--- src/rtl/fetch_stage.sv ---
// Instruction-fetch stage. It owns the PC and keeps at most one imem request outstanding.
// A one-entry skid buffer absorbs decode stalls, and a branch or jump redirect flushes wrong-path words.
module fetch_stage #(
  parameter logic [31:0] RESET_PC  = 32'h0000_0000,
  parameter logic [31:0] NOP_INSTR = 32'h0000_0013
) (
  input  logic        clk,
  input  logic        rst,
  input  logic        stall,
  input  logic        branch_sel,
  input  logic [31:0] branch_target,
  input  logic        jump,
  input  logic [31:0] jump_target,
  output logic        imem_req,
  output logic [31:0] imem_addr,
  input  logic        imem_gnt,
  input  logic        imem_rvalid,
  input  logic [31:0] imem_rdata,
  output logic [31:0] if_pc,
  output logic [31:0] if_instr,
  output logic        if_valid,
  output logic        flush_id
);

  typedef enum logic [2:0] {
    S_BOOT,
    S_REQ,
    S_WAIT,
    S_DRAIN,
    S_HOLD
  } state_t;

  localparam logic [31:0] ALIGN_MASK = 32'hFFFF_FFFC;

  state_t      r_state;
  logic [31:0] r_pc;
  logic [31:0] r_rsp_pc;
  logic        r_skid_valid;
  logic [31:0] r_skid_pc;
  logic [31:0] r_skid_instr;
  logic        r_if_valid;
  logic [31:0] r_if_pc;
  logic [31:0] r_if_instr;

  logic        w_redirect;
  logic [31:0] w_target_raw;
  logic [31:0] w_target;
  logic        w_grant;
  logic        w_accept;
  logic        w_skid_valid_next;

  assign w_redirect   = branch_sel | jump;
  assign w_target_raw = jump ? jump_target : branch_target;
  assign w_target     = w_target_raw & ALIGN_MASK;
  assign w_grant      = (r_state == S_REQ) && imem_gnt;
  // Only a response that arrives in WAIT and is not killed by a redirect is real.
  assign w_accept     = (r_state == S_WAIT) && imem_rvalid && !w_redirect;

  always_comb begin
    w_skid_valid_next = r_skid_valid;
    if (w_redirect) begin
      w_skid_valid_next = 1'b0;
    end else if (!stall) begin
      w_skid_valid_next = 1'b0;
    end else if (r_if_valid && w_accept) begin
      w_skid_valid_next = 1'b1;
    end
  end

  always_ff @(posedge clk or posedge rst) begin
    if (rst) begin
      r_state  <= S_BOOT;
      r_pc     <= RESET_PC & ALIGN_MASK;
      r_rsp_pc <= 32'h0;
    end else begin
      case (r_state)
        S_BOOT: r_state <= S_REQ;
        S_REQ: begin
          if (imem_gnt) begin
            r_rsp_pc <= r_pc;
          end
          if (w_redirect) begin
            r_pc <= w_target;
            if (imem_gnt) begin
              r_state <= S_DRAIN;
            end
          end else if (imem_gnt) begin
            r_pc    <= r_pc + 32'd4;
            r_state <= S_WAIT;
          end
        end
        S_WAIT: begin
          if (w_redirect) begin
            r_pc    <= w_target;
            r_state <= imem_rvalid ? S_REQ : S_DRAIN;
          end else if (imem_rvalid) begin
            r_state <= w_skid_valid_next ? S_HOLD : S_REQ;
          end
        end
        S_DRAIN: begin
          if (w_redirect) begin
            r_pc <= w_target;
          end
          if (imem_rvalid) begin
            r_state <= S_REQ;
          end
        end
        S_HOLD: begin
          if (w_redirect) begin
            r_pc    <= w_target;
            r_state <= S_REQ;
          end else if (!w_skid_valid_next) begin
            r_state <= S_REQ;
          end
        end
        default: r_state <= S_BOOT;
      endcase
    end
  end

  // The output slot and the skid buffer are updated in priority order: redirect, drain, bubble fill, skid fill.
  always_ff @(posedge clk or posedge rst) begin
    if (rst) begin
      r_if_valid   <= 1'b0;
      r_if_pc      <= 32'h0;
      r_if_instr   <= NOP_INSTR;
      r_skid_valid <= 1'b0;
      r_skid_pc    <= 32'h0;
      r_skid_instr <= NOP_INSTR;
    end else if (w_redirect) begin
      r_if_valid   <= 1'b0;
      r_if_instr   <= NOP_INSTR;
      r_skid_valid <= 1'b0;
    end else if (!stall) begin
      if (r_skid_valid) begin
        r_if_valid   <= 1'b1;
        r_if_pc      <= r_skid_pc;
        r_if_instr   <= r_skid_instr;
        r_skid_valid <= 1'b0;
      end else if (w_accept) begin
        r_if_valid <= 1'b1;
        r_if_pc    <= r_rsp_pc;
        r_if_instr <= imem_rdata;
      end else begin
        r_if_valid <= 1'b0;
        r_if_instr <= NOP_INSTR;
      end
    end else if (!r_if_valid) begin
      if (w_accept) begin
        r_if_valid <= 1'b1;
        r_if_pc    <= r_rsp_pc;
        r_if_instr <= imem_rdata;
      end
    end else if (w_accept) begin
      r_skid_valid <= 1'b1;
      r_skid_pc    <= r_rsp_pc;
      r_skid_instr <= imem_rdata;
    end
  end

  assign imem_req  = (r_state == S_REQ);
  assign imem_addr = imem_req ? r_pc : 32'h0;
  assign if_valid  = r_if_valid;
  assign if_pc     = r_if_pc;
  assign if_instr  = r_if_instr;
  assign flush_id  = w_redirect;

endmodule

--- config.mk ---
export PLATFORM = sky130hd
export DESIGN_NAME = fetch_stage
export DESIGN_NICKNAME = d
export VERILOG_FILES = /design/src/rtl/fetch_stage.sv
export SDC_FILE = /design/constraint.sdc
export NUM_CORES = 1
export LEC_CHECK = 0
export ABC_AREA = 1
export BUFFER_PORTS_ARGS = -buffer_cell sky130_fd_sc_hd__buf_2
export CORE_MARGIN = 5
export CORE_UTILIZATION = 50
export DETAILED_ROUTE_END_ITERATION = 10
export PLACE_DENSITY = 0.82
export RECOVER_POWER = 100
export SYNTH_ARGS = -nofsm -noshare
export SYNTH_HDL_FRONTEND = slang
export SYNTH_SLANG_ARGS = --single-unit
--- constraint.sdc ---
create_clock -name clk -period 6.68 [get_ports clk]
set_input_delay 1.336 -clock clk [delete_from_list [all_inputs] [get_ports clk]]
set_output_delay 1.336 -clock clk [all_outputs]
set_load 0.005 [all_outputs]
==> run metrics, run 1 <==
Starting Density=0.508; critical path endpoint category=flop; Layout Utilization=0.586; fmax=205 MHz; top post-synthesis cells by area=dfrtp_1 49%, nand2_1 15%, o21ai_0 9.6%; Synth Instances=between 1000 and 1500; WP data required=around 7 ns; global-route usage over all layers=0.230; vias in the first global route=8329; ANT nets after route=0; post-synth top area cell=dfrtp_1; CTS max path bufs=2; Avg Cell Area, Syn=~7.4 µm²; final instance area=11000 µm²; nets@finish=roughly 1500; P per Cell Area=between 300 and 400 nW/µm²; top_reg_cell synth=dfrtp_1; Async S/R FF share, synth=1.00; area grow syn2layout=15.3%; post-synthesis compound-gate area fraction=0.139; Max Cap Violations=3; PostCTS Resize Cnt=0; met1 WL=11100 µm; commonest cells in the netlist=389 x nand2_1, 185 x dfrtp_1, 183 x o21ai_0; Post-Synthesis Cell Area=9510 µm²; core area=between 15000 and 20000 µm²; worst setup path startpoint=jump; Post-synth EDFFs=0; clk_skew=~0.014 ns; relative slew slack=-0.129; final setup TNS=0 ns; IO buf count=roughly 200; DR WL met3=a little under 2000 µm; worst hold slack=~0.47 ns; fin crit period=about 4.9 ns; die width=between 100 and 150 µm; outcome=complete, but fails checks; cts hold-fix bufs=0; GPL Wtd Cong=0.957; sequential area share after synthesis=0.503; 1st-iter DRT viols=roughly 810; Placed Area=10500 µm²; highest metal used=met4; Slew @ Worst Pin=1.69 ns; DR vias/cell=around 5.2; Die Ht=between 100 and 150 µm; Worst-path clk slew=~0.070 ns; Synth Area in XOR/XNOR=0.00184; Clock Latency Late Sink=roughly 0.44 ns; clock share of power=0.259; total gr overflow=0; largest family of logic cells by synthesized area=simple AND/OR/NAND/NOR gates; pin count of the biggest net entering global routing=about 130; drt drc=0; CTS buffer count=17; hold path startpoint=if_instr[15]; Tcrit/Tclk final=0.730; P_int=approximately 2.3 mW; sinks on the clock net=~190; Sw Pwr=approximately 1.5 mW; HP Class=reg2reg; Final Power=~3.8 mW; CTS root buf=clkbuf_16; WS Path Type=in2reg; met2 wire len=11500 µm; first-pass GRT wire length=41200 µm; Synth Area in Simple Gates=0.269; Post-Synth Adder-Cell Area=0.00132; max-slew violation count=around 130; Setup violations, final=0; Worst R2R Start=r_state[0]; type of origin of the critical path=input pin; crit-path max FO=32; share of layout cells above drive strength 1=0.124; CTS tree=built; leakage=approximately 5.6 nW; multiplexer share of the synthesized area=0.00105; RSZ-0062 raised after global routing=no; Final Hold Vio Count=0; cell with the most instances after synthesis=nand2_1; Worst VDD drop=roughly 0.00021 V; DPL Wire Length=around 17000 µm; area share of the largest cell type after synthesis=0.487; 1st-pass router iterations=6; Yosys reg bits=191; CTS H-tree depth=4; synth warn=0; Sw Share=0.389; Gate power share=0.314; sequential power share=0.428; wire length per cell=between 10 and 15 µm; crit path DAT=between 5 and 6 ns; Post-CTS Setup Bufs=0; Unique masters post-synth=32; Rows=50; failing checks=capacitance limit, slew limit; vias post-DR=roughly 8800; final wirelength=roughly 25000 µm; initial antenna violation count=0; die area=21900 µm²; io pins=roughly 200
## routing by layer
| metal | GRT usage | vias up |
|---|---|---|
| li1 | - | 4369 |
| met1 | 0.324 | 4019 |
| met2 | 0.361 | 374 |
| met3 | 0.0411 | 44 |
| met4 | 0.0808 | 0 |
| met5 | 0 | - |
## stage by stage
stage,setup slack (ns),cells
4_1_cts,3.10,1683
5_1_grt,1.36,1683
3_3_place_gp,2.87,1651
6_report,1.80,1685
2_1_floorplan,0.155,1284
3_5_place_dp,2.85,1651
## layout make-up
class / instances / area, µm²
well taps: 234 / 293
flip-flops and latches: 191 / 4790
multi-input cells: 899 / 3900
clock inverters: 14 / 134
diodes: 2 / 5.00
clock buffers: 18 / 439
inverters: 123 / 470
fillers: 1724 / 7740
repair buffers: 204 / 942
## power groups by stage
stage	Sequential [mW]	Combinational, mW	Clock, mW
5_1_grt	1.68	1.38	1.06
3_5_place_dp	1.66	1.24	0
3_3_place_gp	1.64	1.21	0
4_1_cts	1.64	1.25	1.00
6_report	1.64	1.21	0.994
2_1_floorplan	1.61	0.807	0
## worst paths after layout
| check | to | slack (ns) | cells after the start |
|---|---|---|---|
| max in group asynchronous | if_instr[26] | 4.20 | 3 |
| max | if_instr[29] | 1.80 | 10 |
| max reg2reg | r_pc[14] | 2.02 | 8 |
| min | if_instr[15] | 0.47 | 2 |
| min reg2reg | if_instr[15] | 0.47 | 2 |
| min in group asynchronous | if_pc[25] | 1.06 | 2 |
## cell families (layout without fill, tap and decap cells)
kind of cell / Yosys count / in the layout
AO/OA/AOI/OAI: 260 / 260
XOR/XNOR: 2 / 2
adder cells (fa/ha/maj): 1 / 1
buffers and inverters: 194 / 359
flip-flops: 191 / 191
multiplexers: 1 / 1
other: 1 / 4
AND/OR/NAND/NOR: 633 / 633
## sequential cells by signal, summed over array words and instances (netlist names)
name,count
if_pc,32
r_pc,30
r_skid_pc,30
r_skid_valid,1
r_skid_instr,32
if_instr,32
r_state,3
if_valid,1
r_rsp_pc,30
## cells in the final DEF (no fill, tap or decap), drive strengths merged
master,instances
nand2,393
o21ai,191
dfrtp,185
nor2,145
buf,129
inv,126
clkbuf,93
nand3,87
a21oi,62
clkinv,6
dfstp,6
clkinvlp,4
o211ai,3
or2,3
nand4,3
diode,2
xor2,2
a22oi,2
a31oi,2
nor3,2
conb,2
mux2i,1
ha,1
bufinv,1
## worst max-delay path: stages
cell	delay, ns
clkbuf_1	0.93
nor2_1	0.43
inv_1	0.25
nor2_1	0.09
o21ai_2	0.11
inv_1	0.48
nor2_2	0.21
clkbuf_1	1.12
nand2_1	0.16
nand2_1	0.11
No activity file was read; power rests on OpenSTA's default activity.
==> inputs of run 2 (changes only) <==
- CORE_UTILIZATION: 50 -> 55
- PLACE_DENSITY: 0.82 -> 0.85
- clock period: 6.68 -> 5.04 ns (I/O delays scaled with it)
==> run metrics, run 2 (synthesized netlist as in run 1, its figures left out) <==
outcome=complete, but fails checks; failing checks=capacitance limit, slew limit; CTS tree=built; RSZ-0062 raised after global routing=no; clk_skew=roughly 0.0078 ns; P per Cell Area=approximately 470 nW/µm²; io pins=around 200; DR vias/cell=between 5 and 6; wire length per cell=roughly 15 µm; final wirelength=roughly 25000 µm; area grow syn2layout=15.2%; clock share of power=0.257; fmax=~250 MHz; die area=around 20000 µm²; nets@finish=about 1500; Fill cells=between 1000 and 1500; core area=around 17000 µm²; type of origin of the critical path=input pin; Tcrit/Tclk final=0.787; vias in the first global route=8390; CTS max path bufs=2; Sw Share=0.393; PostCTS Resize Cnt=0; first-pass GRT wire length=approximately 41000 µm; total gr overflow=0; antenna cells=0; Rows=48; CTS buffer count=17; max-slew violation count=approximately 240; sinks on the clock net=191; Final Hold Vio Count=0; DPL Wire Length=roughly 17000 µm; die width=between 100 and 150 µm; crit path DAT=approximately 4.3 ns; Clock Latency Late Sink=between 0.4 and 0.5 ns; CTS root buf=clkbuf_16; ANT nets after route=0; r2r setup slk=between 1 and 1.5 ns; WP data required=between 5 and 6 ns; IO buf count=between 150 and 200; 1st-pass router iterations=6; Starting Density=0.556; Slew @ Worst Pin=between 2 and 3 ns; Worst-path clk slew=0.07 ns; crit-path max FO=32; relative slew slack=-0.701; Setup violations, final=0; area of the multi-input gates=3900 µm²; WS Path Type=in2reg; commonest non-fill, non-tap cell in the layout=nand2_1; Gate power share=0.316; CTS H-tree depth=4; initial antenna violation count=0; Final Power=5.11 mW; Sw Pwr=roughly 2.0 mW; Post-CTS Setup Bufs=0; vias post-DR=8950; HP Class=reg2reg; Die Ht=~140 µm; Reg2Reg Depth=8; P_int=3.10 mW; final setup TNS=0 ns; drt drc=0; GPL Wtd Cong=between 0.9 and 1; Worst VDD drop=between 0.0002 and 0.0003 V; Max Cap Violations=2; most frequent cells in the layout=388 x nand2_1, 187 x o21ai_0, 185 x dfrtp_1; share of layout cells above drive strength 1=0.128; WHS Path Cells=2; fin crit period=around 4 ns; critical path endpoint category=flop; 1st-iter DRT viols=912; pin count of the biggest net entering global routing=roughly 190; global-route usage over all layers=0.254; leakage=approximately 5.6 nW; sequential power share=0.428; cts hold-fix bufs=0; Sequential cell area=about 4800 µm²
==> run 2: cell count changes in the layout (fill, tap and decap cells not counted), sizes merged <==
| cell | delta |
|---|---|
| diode | -2 |
| clkinv | -2 |
| clkinvlp | +1 |
| buf | +1 |
| clkbuf | -2 |
| inv | +2 |
==> run 2: through the flow <==
stage          worst slack, ns  std cells  utilization  instance area [µm²]  hold WS, ns
2_1_floorplan             1.57       1284            -                 9520        0.448
3_3_place_gp              1.64       1642        0.615                10500        0.456
3_5_place_dp              1.57       1642        0.615                10500        0.461
4_1_cts                   1.56       1674        0.648                11100        0.480
5_1_grt                  0.695       1674        0.640                11000        0.499
6_report                  1.07       1674        0.640                11000        0.478
==> run 2: worst paths after layout <==
check,startpoint,to
setup / recovery,jump,if_instr[17]
hold / removal,if_instr[6],if_instr[6]
max in group asynchronous,rst,if_pc[1]
min in group asynchronous,rst,r_pc[23]
setup reg to reg,r_state[0],r_pc[15]
hold reg to reg,if_instr[6],if_instr[6]
==> run 2: critical path, cell delays in order <==
cell and delay (ns):
clkbuf_1 0.48, nor2_1 0.73, nand3_2 0.18, o21ai_0 0.51, inv_1 0.62, nor2_2 0.21
buf_4 0.36, nand2_1 0.12, nand2_1 0.08
==> run 2: layout make-up <==
type | count | area share
Clock buffer | 17 | 0.0388
Clock inverter | 15 | 0.0136
Inverter | 123 | 0.0426
Sequential cell | 191 | 0.437
Tap cell | 225 | 0.0257
Timing Repair Buffer | 204 | 0.0869
Multi-Input combinational cell | 899 | 0.356
==> run 2: power by group through the flow <==
stage	logic, mW	registers [mW]	clock network [mW]
2_1_floorplan	1.07	2.14	0
3_3_place_gp	1.59	2.19	0
3_5_place_dp	1.64	2.20	0
4_1_cts	1.65	2.18	1.33
5_1_grt	1.85	2.23	1.40
6_report	1.61	2.19	1.31
==> run 2: routing by layer <==
| metal | GRT usage | share of wire | vias to the layer above |
|---|---|---|---|
| li1 | - | - | 4375 |
| met1 | 0.360 | 0.44 | 4132 |
| met2 | 0.400 | 0.46 | 395 |
| met3 | 0.0431 | 0.082 | 48 |
| met4 | 0.0859 | 0.025 | 0 |
| met5 | 0 | 0 | - |
